--- src/rtl/seg_disp_ctrl.sv ---
// ---------------------------------------------------------------------------
// seg_disp_ctrl
//
// Multi-digit 7-segment display controller. A binary value is accepted over a
// valid/ready handshake, converted to BCD with a sequential double-dabble (one
// shift per clock), and then shown on DIGITS common-anode digits. A single
// decoder is time-multiplexed across the digits. The display is double
// buffered: the previous value stays on screen while a new one converts.
//
// Ports:
//   clk       system clock
//   rst_n     asynchronous active-low reset
//   in_valid  in_data is valid
//   in_ready  controller idle, can accept a value (registered)
//   in_data   unsigned value to display (BIN_W bits)
//   blank_lz  1 = blank leading zeros, sampled at accept
//   busy      conversion in progress (== !in_ready)
//   ovf       last accepted value exceeded 10**DIGITS-1 (registered)
//   seg       segment drive, active-low, seg[6]=a .. seg[0]=g (registered)
//   an        digit select, one-hot active-low, bit 0 = rightmost (registered)
// ---------------------------------------------------------------------------
module seg_disp_ctrl #(
    parameter int DIGITS   = 4,
    parameter int SCAN_DIV = 1000,
    parameter int BIN_W    = 14
) (
    input  logic              clk,
    input  logic              rst_n,
    input  logic              in_valid,
    output logic              in_ready,
    input  logic [BIN_W-1:0]  in_data,
    input  logic              blank_lz,
    output logic              busy,
    output logic              ovf,
    output logic [6:0]        seg,
    output logic [DIGITS-1:0] an
);

    localparam int BCD_W = 4 * DIGITS;
    localparam int IDX_W = (DIGITS > 1) ? $clog2(DIGITS) : 1;
    localparam int DIV_W = (SCAN_DIV > 1) ? $clog2(SCAN_DIV) : 1;
    localparam int CNT_W = $clog2(BIN_W + 1);
    localparam logic [31:0] MAXV = 32'(10 ** DIGITS - 1);

    localparam logic [6:0] SEG_BLANK = 7'b1111111;
    localparam logic [6:0] SEG_DASH  = 7'b1111110;

    typedef enum logic [1:0] {
        IDLE,
        CONV,
        LOAD
    } state_t;

    // Conversion side
    state_t             state_reg;
    logic [BIN_W-1:0]   bin_reg;
    logic [BCD_W-1:0]   bcd_reg;
    logic [CNT_W-1:0]   cnt_reg;
    logic               blank_pend_reg;
    logic               ovf_pend_reg;
    logic               in_ready_reg;

    // Display buffer (what the scan side reads)
    logic [BCD_W-1:0]   disp_reg;
    logic               blank_reg;
    logic               ovf_reg;

    // Scan side
    logic [DIV_W-1:0]   div_reg;
    logic [IDX_W-1:0]   idx_reg;
    logic [6:0]         seg_reg;
    logic [DIGITS-1:0]  an_reg;

    logic [BCD_W-1:0]   bcd_adj;
    logic [BCD_W-1:0]   bcd_shift;
    logic [DIGITS-1:0]  blank_mask;
    logic [3:0]         digit [DIGITS];
    logic [6:0]         seg_next;

    function automatic logic [6:0] decode(input logic [3:0] n);
        logic [6:0] s;
        case (n)
            4'd0:    s = 7'b0000001;
            4'd1:    s = 7'b1001111;
            4'd2:    s = 7'b0010010;
            4'd3:    s = 7'b0000110;
            4'd4:    s = 7'b1001100;
            4'd5:    s = 7'b0100100;
            4'd6:    s = 7'b0100000;
            4'd7:    s = 7'b0001111;
            4'd8:    s = 7'b0000000;
            4'd9:    s = 7'b0000100;
            default: s = SEG_BLANK;
        endcase
        return s;
    endfunction

    // Double-dabble correction: every nibble >= 5 gets +3 before the shift,
    // so that the shift carries correctly into the next decimal digit.
    // Leading-zero blanking: digit gi is dark when it and every digit above it
    // are zero. Digit 0 is never blanked so a value of 0 still shows "0".
    genvar gi;
    generate
        for (gi = 0; gi < DIGITS; gi++) begin : g_digit
            assign bcd_adj[4*gi +: 4] = (bcd_reg[4*gi +: 4] >= 4'd5)
                                      ? bcd_reg[4*gi +: 4] + 4'd3
                                      : bcd_reg[4*gi +: 4];
            assign digit[gi] = disp_reg[4*gi +: 4];
            if (gi == 0) begin : g_lsd
                assign blank_mask[gi] = 1'b0;
            end else begin : g_upper
                assign blank_mask[gi] = blank_reg &&
                                        (disp_reg[BCD_W-1:4*gi] == '0);
            end
        end
    endgenerate

    // Top BCD bit falls off the shift; it can only be set for values > MAXV,
    // whose BCD result is not used.
    assign bcd_shift = BCD_W'({bcd_adj, bin_reg[BIN_W-1]});

    assign in_ready = in_ready_reg;
    assign busy     = ~in_ready_reg;
    assign ovf      = ovf_reg;
    assign seg      = seg_reg;
    assign an       = an_reg;

    // Accept -> CONV (BIN_W shifts) -> LOAD (buffer update) -> IDLE
    always_ff @(posedge clk or negedge rst_n) begin
        if (!rst_n) begin
            state_reg      <= IDLE;
            bin_reg        <= '0;
            bcd_reg        <= '0;
            cnt_reg        <= '0;
            blank_pend_reg <= 1'b1;
            ovf_pend_reg   <= 1'b0;
            in_ready_reg   <= 1'b1;
            disp_reg       <= '0;
            blank_reg      <= 1'b1;
            ovf_reg        <= 1'b0;
        end else begin
            case (state_reg)
                IDLE: begin
                    if (in_valid && in_ready_reg) begin
                        bin_reg        <= in_data;
                        blank_pend_reg <= blank_lz;
                        ovf_pend_reg   <= (32'(in_data) > MAXV);
                        bcd_reg        <= '0;
                        cnt_reg        <= '0;
                        in_ready_reg   <= 1'b0;
                        state_reg      <= CONV;
                    end
                end
                CONV: begin
                    bcd_reg <= bcd_shift;
                    bin_reg <= {bin_reg[BIN_W-2:0], 1'b0};
                    cnt_reg <= cnt_reg + CNT_W'(1);
                    if (cnt_reg == CNT_W'(BIN_W - 1)) begin
                        state_reg <= LOAD;
                    end
                end
                LOAD: begin
                    disp_reg     <= bcd_reg;
                    blank_reg    <= blank_pend_reg;
                    ovf_reg      <= ovf_pend_reg;
                    in_ready_reg <= 1'b1;
                    state_reg    <= IDLE;
                end
                default: begin
                    state_reg <= IDLE;
                end
            endcase
        end
    end

    always_comb begin
        seg_next = decode(digit[idx_reg]);
        if (blank_mask[idx_reg]) begin
            seg_next = SEG_BLANK;
        end
        if (ovf_reg) begin
            seg_next = SEG_DASH;
        end
    end

    // Free-running scan. seg and an are both registered from the same index,
    // so they always change on the same edge.
    always_ff @(posedge clk or negedge rst_n) begin
        if (!rst_n) begin
            div_reg <= '0;
            idx_reg <= '0;
            seg_reg <= SEG_BLANK;
            an_reg  <= '1;
        end else begin
            seg_reg <= seg_next;
            an_reg  <= ~(DIGITS'(1) << idx_reg);
            if (div_reg == DIV_W'(SCAN_DIV - 1)) begin
                div_reg <= '0;
                idx_reg <= (idx_reg == IDX_W'(DIGITS - 1)) ? '0
                                                           : idx_reg + IDX_W'(1);
            end else begin
                div_reg <= div_reg + DIV_W'(1);
            end
        end
    end

endmodule

--- config.mk ---
export PLATFORM = sky130hd
export DESIGN_NAME = seg_disp_ctrl
export DESIGN_NICKNAME = d
export VERILOG_FILES = /design/src/rtl/seg_disp_ctrl.sv
export SDC_FILE = /design/constraint.sdc
export NUM_CORES = 1
export LEC_CHECK = 0
export ABC_AREA = 1
export CAP_MARGIN = 15
export CORE_ASPECT_RATIO = 1.5
export CORE_UTILIZATION = 60
export DETAILED_ROUTE_END_ITERATION = 16
export PLACE_DENSITY = 0.93
export SYNTH_ARGS = -nofsm -noshare
export SYNTH_HDL_FRONTEND = slang
export SYNTH_SLANG_ARGS = --single-unit
--- constraint.sdc ---
create_clock -name clk -period 3.9 [get_ports clk]
set_input_delay 0.39 -clock clk [delete_from_list [all_inputs] [get_ports clk]]
set_output_delay 0.39 -clock clk [all_outputs]
set_load 0.01 [all_outputs]
# == Word-level counts from Yosys, hierarchy flattened ==
# Memory sizes are Yosys's and may differ from the RTL's.
# Index checks and enable logic that the tools add are counted.
# word_totals
regBits,80
romBits,112
inputBits,18
out_inout_bits,14
mem_count,1
# op_classes
n_addsub,7
order_cmp,7
eq_ne,7
shift,1
n_mux,24
n_bitwise,3
reduce_logical,14
# mem_list
name,depth,width,read_ports,rd_ports_with_merged_regs,wr,line_no,text
(name not given),16,7,1,0,0,82,case (n)
# op_table
op,n
$pmux W16 S2,1
$pmux W14 S2,1
$mux W4,6
$ge A4 B3 Y1 const B,4
$mux W16,1
$gt A14 B14 Y1 const B,1
$mux W14,1
$mux W7,2
$add A4 B2 Y4 const B,3
$logic_not A12 Y1,1
$add A10 B1 Y10 const B,1
$eq A10 B10 Y1 const B,1
$mux W10,1
$bmux W4 S2,1
$logic_not A8 Y1,1
$pmux W4 S2,1
$reduce_and A2 Y1,4
$mux W2,3
$add A4 B1 Y4 const B,1
$eq A2 B2 Y1 const B,2
$eq A4 B4 Y1 const B,1
$logic_and A1 B1 Y1,4
$logic_not A4 Y1,1
$ne A2 B2 Y1 const B,2
16 further kinds,18

# == Depth between registers and ports, before layout ==
# Gate-level depths: netlist (run 1).
# An unclocked memory read counts as a cell.
# depth
word_depth,7
ltp_mapped,12

# == Worst setup path before layout (run 1) ==
# OpenSTA, ideal clock, no wires.
# synth_timing
kind,register -> register
from,register idx_reg[0]
to,register seg_reg[1] (netlist: seg[1])
arrival_ns,1.495
setup_slack_ns,2.314
stages_incl_launch_ff,12
n_path_buf,2
path_cell_list,dfrtp_1 -> buf_6 -> inv_8 -> buf_12 -> nand2_1 -> nand3_1 -> nand2_1 -> inv_1 -> ha_1 -> nand3b_1 -> nand3_1 -> nand4_1
# synth_between
elab_chain_len,7
elab_cells_between_ends,9
# synth_rtl
element,line_no,text
"start, declared",70,logic [IDX_W-1:0] idx_reg;
"start signal, assigned",199,idx_reg <= (idx_reg == IDX_W'(DIGITS - 1)) ? '0
$not A2 Y3 (not written as such),177,seg_next = decode(digit[idx_reg]);
$bmux W4 S2,177,
$mux W4 (not written as such) (2 in series),177,
$mem_v2 Z16 W7,n/a,
$mux W7 *,178,if (blank_mask[idx_reg]) begin
$mux W7 *,181,if (ovf_reg) begin
net seg_next[1],78,logic [6:0] seg_next;
"end signal, assigned",195,seg_reg <= seg_next;
"end, declared",71,logic [6:0] seg_reg;
# The timed path passes the listed nets; every way through them passes the cells marked *. The select of a mux whose other input is x is not followed.
# A chain may end at the register's enable or synchronous reset.

# == Final worst setup path (run 1) ==
# Same ends and word-level chain as after synthesis.

==> results of run 1 <==
[metrics by stage]
step / power, mW / utilization, % / hold WS (ns) / setup WS, ns / cells
5_1_grt: 3.53 / 72.0 / 0.270 / 1.79 / 556
6_report: 3.30 / 72.0 / 0.167 / 1.91 / 556
4_1_cts: 3.29 / 72.0 / 0.208 / 1.94 / 556
3_3_place_gp: 2.43 / 68.2 / 0.453 / 1.77 / 540
3_5_place_dp: 2.53 / 68.2 / 0.454 / 1.75 / 540
2_1_floorplan: 2.19 / - / 0.0944 / 2.31 / 447
[final timing paths]
kind                             from           to  slack, ns  cells past startpoint
min in group clk                  ovf       seg[0]       0.47                      1
max in group asynchronous       rst_n  bcd_reg[14]       3.07                      1
max reg2reg                idx_reg[0]       seg[1]       1.91                      9
max                        idx_reg[0]       seg[1]       1.91                      9
min                             rst_n   div_reg[2]       0.17                      1
min reg2reg                       ovf       seg[0]       0.47                      1
[cells in the final DEF, fill, tap and decap left out, types with 2 or more instances in the layout]
cell	count
sky130_fd_sc_hd__a21oi_1	12
sky130_fd_sc_hd__bufinv_16	3
sky130_fd_sc_hd__clkbuf_1	2
sky130_fd_sc_hd__clkbuf_8	9
sky130_fd_sc_hd__clkdlybuf4s50_1	30
sky130_fd_sc_hd__dfrtp_1	66
sky130_fd_sc_hd__dfstp_2	14
sky130_fd_sc_hd__ha_1	21
sky130_fd_sc_hd__inv_1	49
sky130_fd_sc_hd__inv_2	5
sky130_fd_sc_hd__nand2_1	82
sky130_fd_sc_hd__nand2_2	5
sky130_fd_sc_hd__nand2_4	3
sky130_fd_sc_hd__nand3_1	21
sky130_fd_sc_hd__nand3_2	4
sky130_fd_sc_hd__nand3b_1	2
sky130_fd_sc_hd__nand4_1	8
sky130_fd_sc_hd__nor2_1	56
sky130_fd_sc_hd__nor3_1	6
sky130_fd_sc_hd__o21ai_0	42
sky130_fd_sc_hd__o22ai_1	19
sky130_fd_sc_hd__o32ai_1	3
sky130_fd_sc_hd__or2_2	2
sky130_fd_sc_hd__xnor2_1	2
sky130_fd_sc_hd__xor2_1	4
[cells by family after synthesis]
kind of cell / count (synthesis) / share of synthesized area (%)
and+or+nand+nor: 191 / 21.9
AOI/OAI and AO/OA: 81 / 11.5
xor gates and xnor gates: 6 / 1.33
buffers and inverters: 68 / 7.63
DFF: 80 / 51.1
adders and majority gates: 21 / 6.65
[power by group]
part | switching [mW] | leakage [nW] | internal (mW) | total (mW)
Clock | 0.304 | 0.114 | 0.427 | 0.731
Sequential | 0.199 | 0.959 | 1.15 | 1.35
Combinational | 0.743 | 1.09 | 0.476 | 1.22
Total | 1.25 | 2.16 | 2.05 | 3.30
[worst max-delay path: stages, from the launching register on]
cell	delay (ns)
sky130_fd_sc_hd__dfrtp_1	0.72
sky130_fd_sc_hd__inv_8	0.11
sky130_fd_sc_hd__nand2_1	0.09
sky130_fd_sc_hd__nand3_1	0.09
sky130_fd_sc_hd__nand2_1	0.22
sky130_fd_sc_hd__inv_1	0.10
sky130_fd_sc_hd__ha_1	0.19
sky130_fd_sc_hd__nand3b_1	0.19
sky130_fd_sc_hd__nand3_1	0.11
sky130_fd_sc_hd__nand4_1	0.07
[metal layers]
layer | track usage (%) | up-vias
li1 | - | 1515
met1 | 29.0 | 1550
met2 | 48.0 | 97
met3 | 4.05 | 16
met4 | 13.9 | 0
met5 | 0 | -
[cell type report]
type,instances,area [um2],area share (%)
repair buffers,31,308,6.82
well taps,74,92.6,2.05
clock inverters,5,106,2.36
clock buffers,11,131,2.91
inverters,56,220,4.88
flip-flops and latches,80,2020,44.8
multi-input cells,299,1630,36.2
==> summary.log, run 1 <==
INFO  outcome        status=complete, no violations
INFO  clocking       post_cts.resized_instances=0
INFO  run            maxCapViolations=0
INFO  floorplan      floorplan.initialDensity=63.1%
INFO  worst_setup_path critical_path_required=4.17ns
INFO  sta            worst_slew_slack_as_a_fraction_of_its_limit=34.7%
INFO  yosys          syn-instance-count=447
INFO  grt            grt_pass1_vias=3223
INFO  yosys          ranking_of_synthesized_cells_by_instance_count=sky130_fd_sc_hd__nand2_1 (82), sky130_fd_sc_hd__dfrtp_1 (66), sky130_fd_sc_hd__nor2_1 (56)
INFO  clocking       cts_max_path_buffers=2
INFO  floorplan      boundary_pin_count=32
INFO  sta            grt_setup_unrepaired=false
INFO  place          hpwl=5240um
INFO  yosys          async_flop_share=100%
INFO  clocking       cts_max_level=3
INFO  yosys          ys_types=35
INFO  detailed_routing vias=3178
INFO  yosys          synth_top_cell_by_area=sky130_fd_sc_hd__dfrtp_1
INFO  clocking       clock_sinks=80
INFO  detailed_routing drt_drc_violations_left=0
INFO  clocking       clock_tree.root_cell=sky130_fd_sc_hd__clkbuf_8
INFO  power_and_ir_drop vdd_ir_drop_max=553uV
INFO  power_and_ir_drop leakage=2.16nW
INFO  yosys          synth_enable_flop_cells=0
INFO  yosys          ys.flop_type=sky130_fd_sc_hd__dfrtp_1
INFO  yosys          synth_top_cell_area_share=41.8%
INFO  place          placement.io_buffers=31
INFO  clocking       number_of_buffers_added_to_fix_hold_violations_after_cts=0
INFO  sta            hold_violations=0
INFO  sta            worst_pin_slew=0.977ns
INFO  clocking       cts_tree=done
INFO  grt            grt_antenna_before_repair=0
INFO  worst_setup_path arrival=2.26ns
INFO  clocking       clock_pin_slew_on_the_worst_setup_and_hold_paths=0.09ns
INFO  worst_setup_path setup.worst_path.end_class=flip-flop
INFO  sta            period_minus_slack=1.99ns
INFO  detailed_routing detail_route.iter0.violations=190
INFO  detailed_routing wire_per_inst=14.6um
INFO  power_and_ir_drop power.density_cell_area=731nW/um2
INFO  floorplan      floorplan.die.width=68.3um
INFO  grt            grt_overflow=0
INFO  worst_setup_path cp_max_fo=14
INFO  yosys          seq_area_frac_synth=51.1%
INFO  clocking       worst_skew_pair.late_latency=0.36ns
INFO  clocking       clock_buffer_count_from_cts=9
INFO  sta            finalMaxSlewViolations=0
INFO  detailed_routing wl_met3=263um
INFO  detailed_routing routedLengthMet1=3200um
INFO  floorplan      die_area=6920um2
INFO  final_layout   stdcell_area=4510um2
INFO  floorplan      die_y=101um
INFO  sta            timing.clock.skew=0.0117ns
INFO  detailed_routing detail-route-antenna-nets=0
INFO  detailed_routing top_layer=met4
INFO  final_layout   filler_cell_count=456
INFO  sta            fmax=503MHz
INFO  detailed_routing drt_pass_1_iters=4
INFO  final_layout   final_net_count=516
INFO  detailed_routing wl_met2=4460um
INFO  worst_hold_path kind_of_path_behind_the_tightest_hold_check=input port to asynchronous set/reset pin
INFO  sta            setup_violations=0
INFO  detailed_routing viasPerCell=5.72
INFO  yosys          synthesis.nets=486
INFO  place          gp_routability_congestion=0.871
INFO  floorplan      floorplan.core_area=6260um2
INFO  grt            grt_first_pass_wirelength=13800um
INFO  clocking       setup_bufs_post_cts=0
INFO  yosys          area_of_the_mapped_netlist=3950um2
INFO  final_layout   synthToLayoutAreaGrowth=14.1%
INFO  detailed_routing finalWirelength=8110um
INFO  floorplan      core.rowCount=35
INFO  grt            global_route.usage.total=26.6%
INFO  grt            grt_start_max_net_pins=81
INFO  sta            final.setup.tns=0ns
INFO  place          dpl_cell_area=4270um2
INFO  yosys          synth.area.top_cells=sky130_fd_sc_hd__dfrtp_1 (42%), sky130_fd_sc_hd__dfstp_2 (9.3%), sky130_fd_sc_hd__nand2_1 (7.8%)
INFO  sta            post-route-period-util=51.0%
INFO  worst_setup_path setup.worst_path.start_class=flip-flop
INFO  yosys          synth_seq_cells=80
INFO  yosys          synthesis.yosys.warnings=0
INFO  final_layout   drive_above_1_share=11.0%
INFO  final_layout   n_antenna_cell=0
INFO  worst_setup_path critPathKind=flip-flop to flip-flop
INFO  yosys          synth_area_per_cell=8.85um2
INFO  yosys          yosysMostFrequentCell=sky130_fd_sc_hd__nand2_1
No activity file was read; power rests on OpenSTA's default activity.
==> inputs of run 2 (changes only) <==
--- a/config.mk
+++ b/config.mk
@@ -8,9 +8,9 @@
 export ABC_AREA = 1
 export CAP_MARGIN = 15
 export CORE_ASPECT_RATIO = 1.5
-export CORE_UTILIZATION = 60
+export CORE_UTILIZATION = 52
 export DETAILED_ROUTE_END_ITERATION = 16
-export PLACE_DENSITY = 0.93
+export PLACE_DENSITY = 0.86
 export SYNTH_ARGS = -nofsm -noshare
 export SYNTH_HDL_FRONTEND = slang
 export SYNTH_SLANG_ARGS = --single-unit
==> constraint.sdc (replaced) <==
create_clock -name clk -period 1.6 [get_ports clk]
set_input_delay 0.16 -clock clk [delete_from_list [all_inputs] [get_ports clk]]
set_output_delay 0.16 -clock clk [all_outputs]
set_load 0.01 [all_outputs]
==> summary.log, run 2 (same netlist as run 1, synthesis figures left out) <==
INFO  outcome        status=complete, no violations
INFO  sta            fmax=646MHz
INFO  sta            setup_violations=0 [unchanged]
INFO  worst_setup_path crit_family=flip-flops
INFO  worst_setup_path timing.critical_path.buf_inv=1 [-1]
INFO  detailed_routing viasPerCell=5.25 [-8.2%]
INFO  worst_setup_path arrival=1.39ns [-0.87 ns]
INFO  grt            grt_first_pass_wirelength=13500um [-2.0%]
INFO  detailed_routing drt_drc_violations_left=0 [unchanged]
INFO  floorplan      die_area=7960um2 [+15%]
INFO  worst_setup_path setup.reg_to_reg.worst_slack=0.07ns [-1.84 ns]
INFO  place          dpl_cell_area=4470um2 [+4.5%]
INFO  floorplan      floorplan.die.width=73.2um [+7.2%]
INFO  clocking       clock_tree.root_cell=sky130_fd_sc_hd__clkbuf_8
INFO  final_layout   multi_input_comb_area=1650um2 [+1.2%]
INFO  worst_setup_path setup.worst_path.end_class=primary output
INFO  place          gp_routability_congestion=0.870 [-0.13%]
INFO  clocking       clock_sinks=80 [unchanged]
INFO  power_and_ir_drop vdd_ir_drop_max=1160uV [+110%]
INFO  floorplan      floorplan.core_area=7270um2 [+16%]
INFO  worst_setup_path slowest_delay=0.52ns [-0.20 ns]
INFO  worst_setup_path path_cells=clkdlybuf4s50_1
INFO  floorplan      boundary_pin_count=32 [unchanged]
INFO  sta            post-route-period-util=96.8%
INFO  sta            timing.clock.skew=0.00631ns [-0.00543 ns]
INFO  detailed_routing vias=3165 [-0.41%]
INFO  worst_hold_path kind_of_path_behind_the_tightest_hold_check=input port to asynchronous set/reset pin
INFO  detailed_routing detail_route.iter0.violations=139 [-27%]
INFO  final_layout   stdcell_area=4680um2 [+3.7%]
INFO  worst_setup_path crit_slowest_cell=sky130_fd_sc_hd__dfstp_2
INFO  final_layout   drive_above_1_share=15.9% [+4.9 points]
INFO  sta            period_minus_slack=1.55ns
INFO  run            maxCapViolations=0 [unchanged]
INFO  floorplan      core.rowCount=38 [+8.6%]
INFO  detailed_routing drt_pass_1_iters=4 [unchanged]
INFO  final_layout   final_net_count=537 [+4.1%]
INFO  grt            grt_antenna_before_repair=0 [unchanged]
INFO  clocking       cts_max_path_buffers=2 [unchanged]
INFO  place          hpwl=5760um [+9.9%]
INFO  sta            worst_pin_slew=0.326ns [-0.651 ns]
INFO  worst_setup_path cp_max_fo=1 [-13]
INFO  detailed_routing wire_per_inst=13.1um [-10%]
INFO  final_layout   n_antenna_cell=0 [unchanged]
INFO  detailed_routing detail-route-antenna-nets=0 [unchanged]
INFO  clocking       clock_pin_slew_on_the_worst_setup_and_hold_paths=0.08ns [about the same]
INFO  floorplan      die_y=109um [+7.3%]
INFO  clocking       clock_buffer_count_from_cts=9 [unchanged]
INFO  final_layout   area.sequential=2020um2 [+0.12%]
INFO  clocking       worst_skew_pair.late_latency=0.35ns [about the same]
INFO  sta            hold_violations=0 [unchanged]
INFO  worst_setup_path critical_path_required=1.44ns [-2.73 ns]
INFO  place          placement.io_buffers=31 [unchanged]
INFO  final_layout   filler_cell_count=596 [+31%]
INFO  worst_setup_path setup.worst_path.start_class=flip-flop
INFO  final_layout   synthToLayoutAreaGrowth=18.4%
INFO  grt            grt_start_max_net_pins=37 [-54%]
INFO  sta            final.hold.worst_slack=0.251ns [+0.0841 ns]
INFO  detailed_routing finalWirelength=7880um [-2.9%]
INFO  grt            global_route.usage.total=22.3% [-4.3 points]
INFO  worst_setup_path critPathKind=flip-flop to primary output
INFO  clocking       cts_tree=done
INFO  final_layout   final_cell_mix=sky130_fd_sc_hd__nand2_1 (78), sky130_fd_sc_hd__dfrtp_1 (64), sky130_fd_sc_hd__nor2_1 (56), sky130_fd_sc_hd__inv_1 (46), sky130_fd_sc_hd__o21ai_0 (42)
INFO  sta            grt_setup_unrepaired=true
INFO  grt            grt_pass1_vias=3150 [-2.3%]
INFO  power_and_ir_drop leakage=2.27nW [+4.8%]
INFO  grt            grt_overflow=0 [unchanged]
INFO  floorplan      floorplan.initialDensity=54.4% [-8.8 points]
INFO  sta            finalMaxSlewViolations=0 [unchanged]
INFO  power_and_ir_drop power.density_cell_area=1640nW/um2 [+120%]
INFO  clocking       cts_max_level=3 [unchanged]
INFO  final_layout   final_common_cell=sky130_fd_sc_hd__nand2_1
INFO  sta            worst_slew_slack_as_a_fraction_of_its_limit=78.3% [+44 points]
==> run 2: path summary, 6_finish.rpt <==
kind                             from             end  cells after the start
max                            seg[6]          seg[6]                      1
max reg2reg                bcd_reg[4]      bcd_reg[6]                     10
min                             rst_n      cnt_reg[2]                      2
min reg2reg                       ovf          seg[0]                      1
min in group clk             blank_lz  blank_pend_reg                      3
max in group asynchronous       rst_n          seg[2]                      3
==> run 2: repair_timing <==
action,in CTS,in global routing
resized for setup,3,16
pin swaps,0,0
hold buffers,1,0
buffers inserted,0,2
hold endpoints to repair,21,0
setup endpoints to repair,3,8
==> run 2: area by class of cell <==
| cell class | count | share of cell area (%) |
|---|---|---|
| well taps | 100 | 2.67 |
| clock buffers | 15 | 3.34 |
| multi-input cells | 299 | 35.3 |
| clock inverters | 1 | 0.107 |
| inverters | 56 | 4.71 |
| repair buffers | 52 | 10.6 |
| flip-flops and latches | 80 | 43.2 |
==> run 2: report_power, final <==
group	internal (mW)	leakage, nW	switching (mW)	total, mW
clock	0.608	0.0817	0.676	1.28
sequential	2.80	0.956	0.457	3.25
combinational	1.31	1.23	1.81	3.13
total	4.72	2.27	2.95	7.67
==> run 2: per-stage QoR <==
stage,utilization (%),setup TNS (ns),instances,total power [mW],setup slack (ns)
6_report,64.3,0,603,7.67,0.0519
5_1_grt,64.3,-0.0281,603,8.29,-0.0142
4_1_cts,63.7,0,601,7.65,0.0250
3_5_place_dp,61.4,-0.0261,584,6.37,-0.0261
3_3_place_gp,61.4,0,584,6.13,0.0767
2_1_floorplan,-,0,447,5.34,0.0135
==> run 2: metal layers <==
layer | track usage (%) | share of wire (%) | vias to the layer above
met3 | 5.27 | 3.1 | 17
li1 | - | - | 1564
met1 | 24.4 | 40 | 1521
met2 | 39.9 | 54 | 63
met4 | 10.8 | 2.3 | 0
met5 | 0 | 0 | -
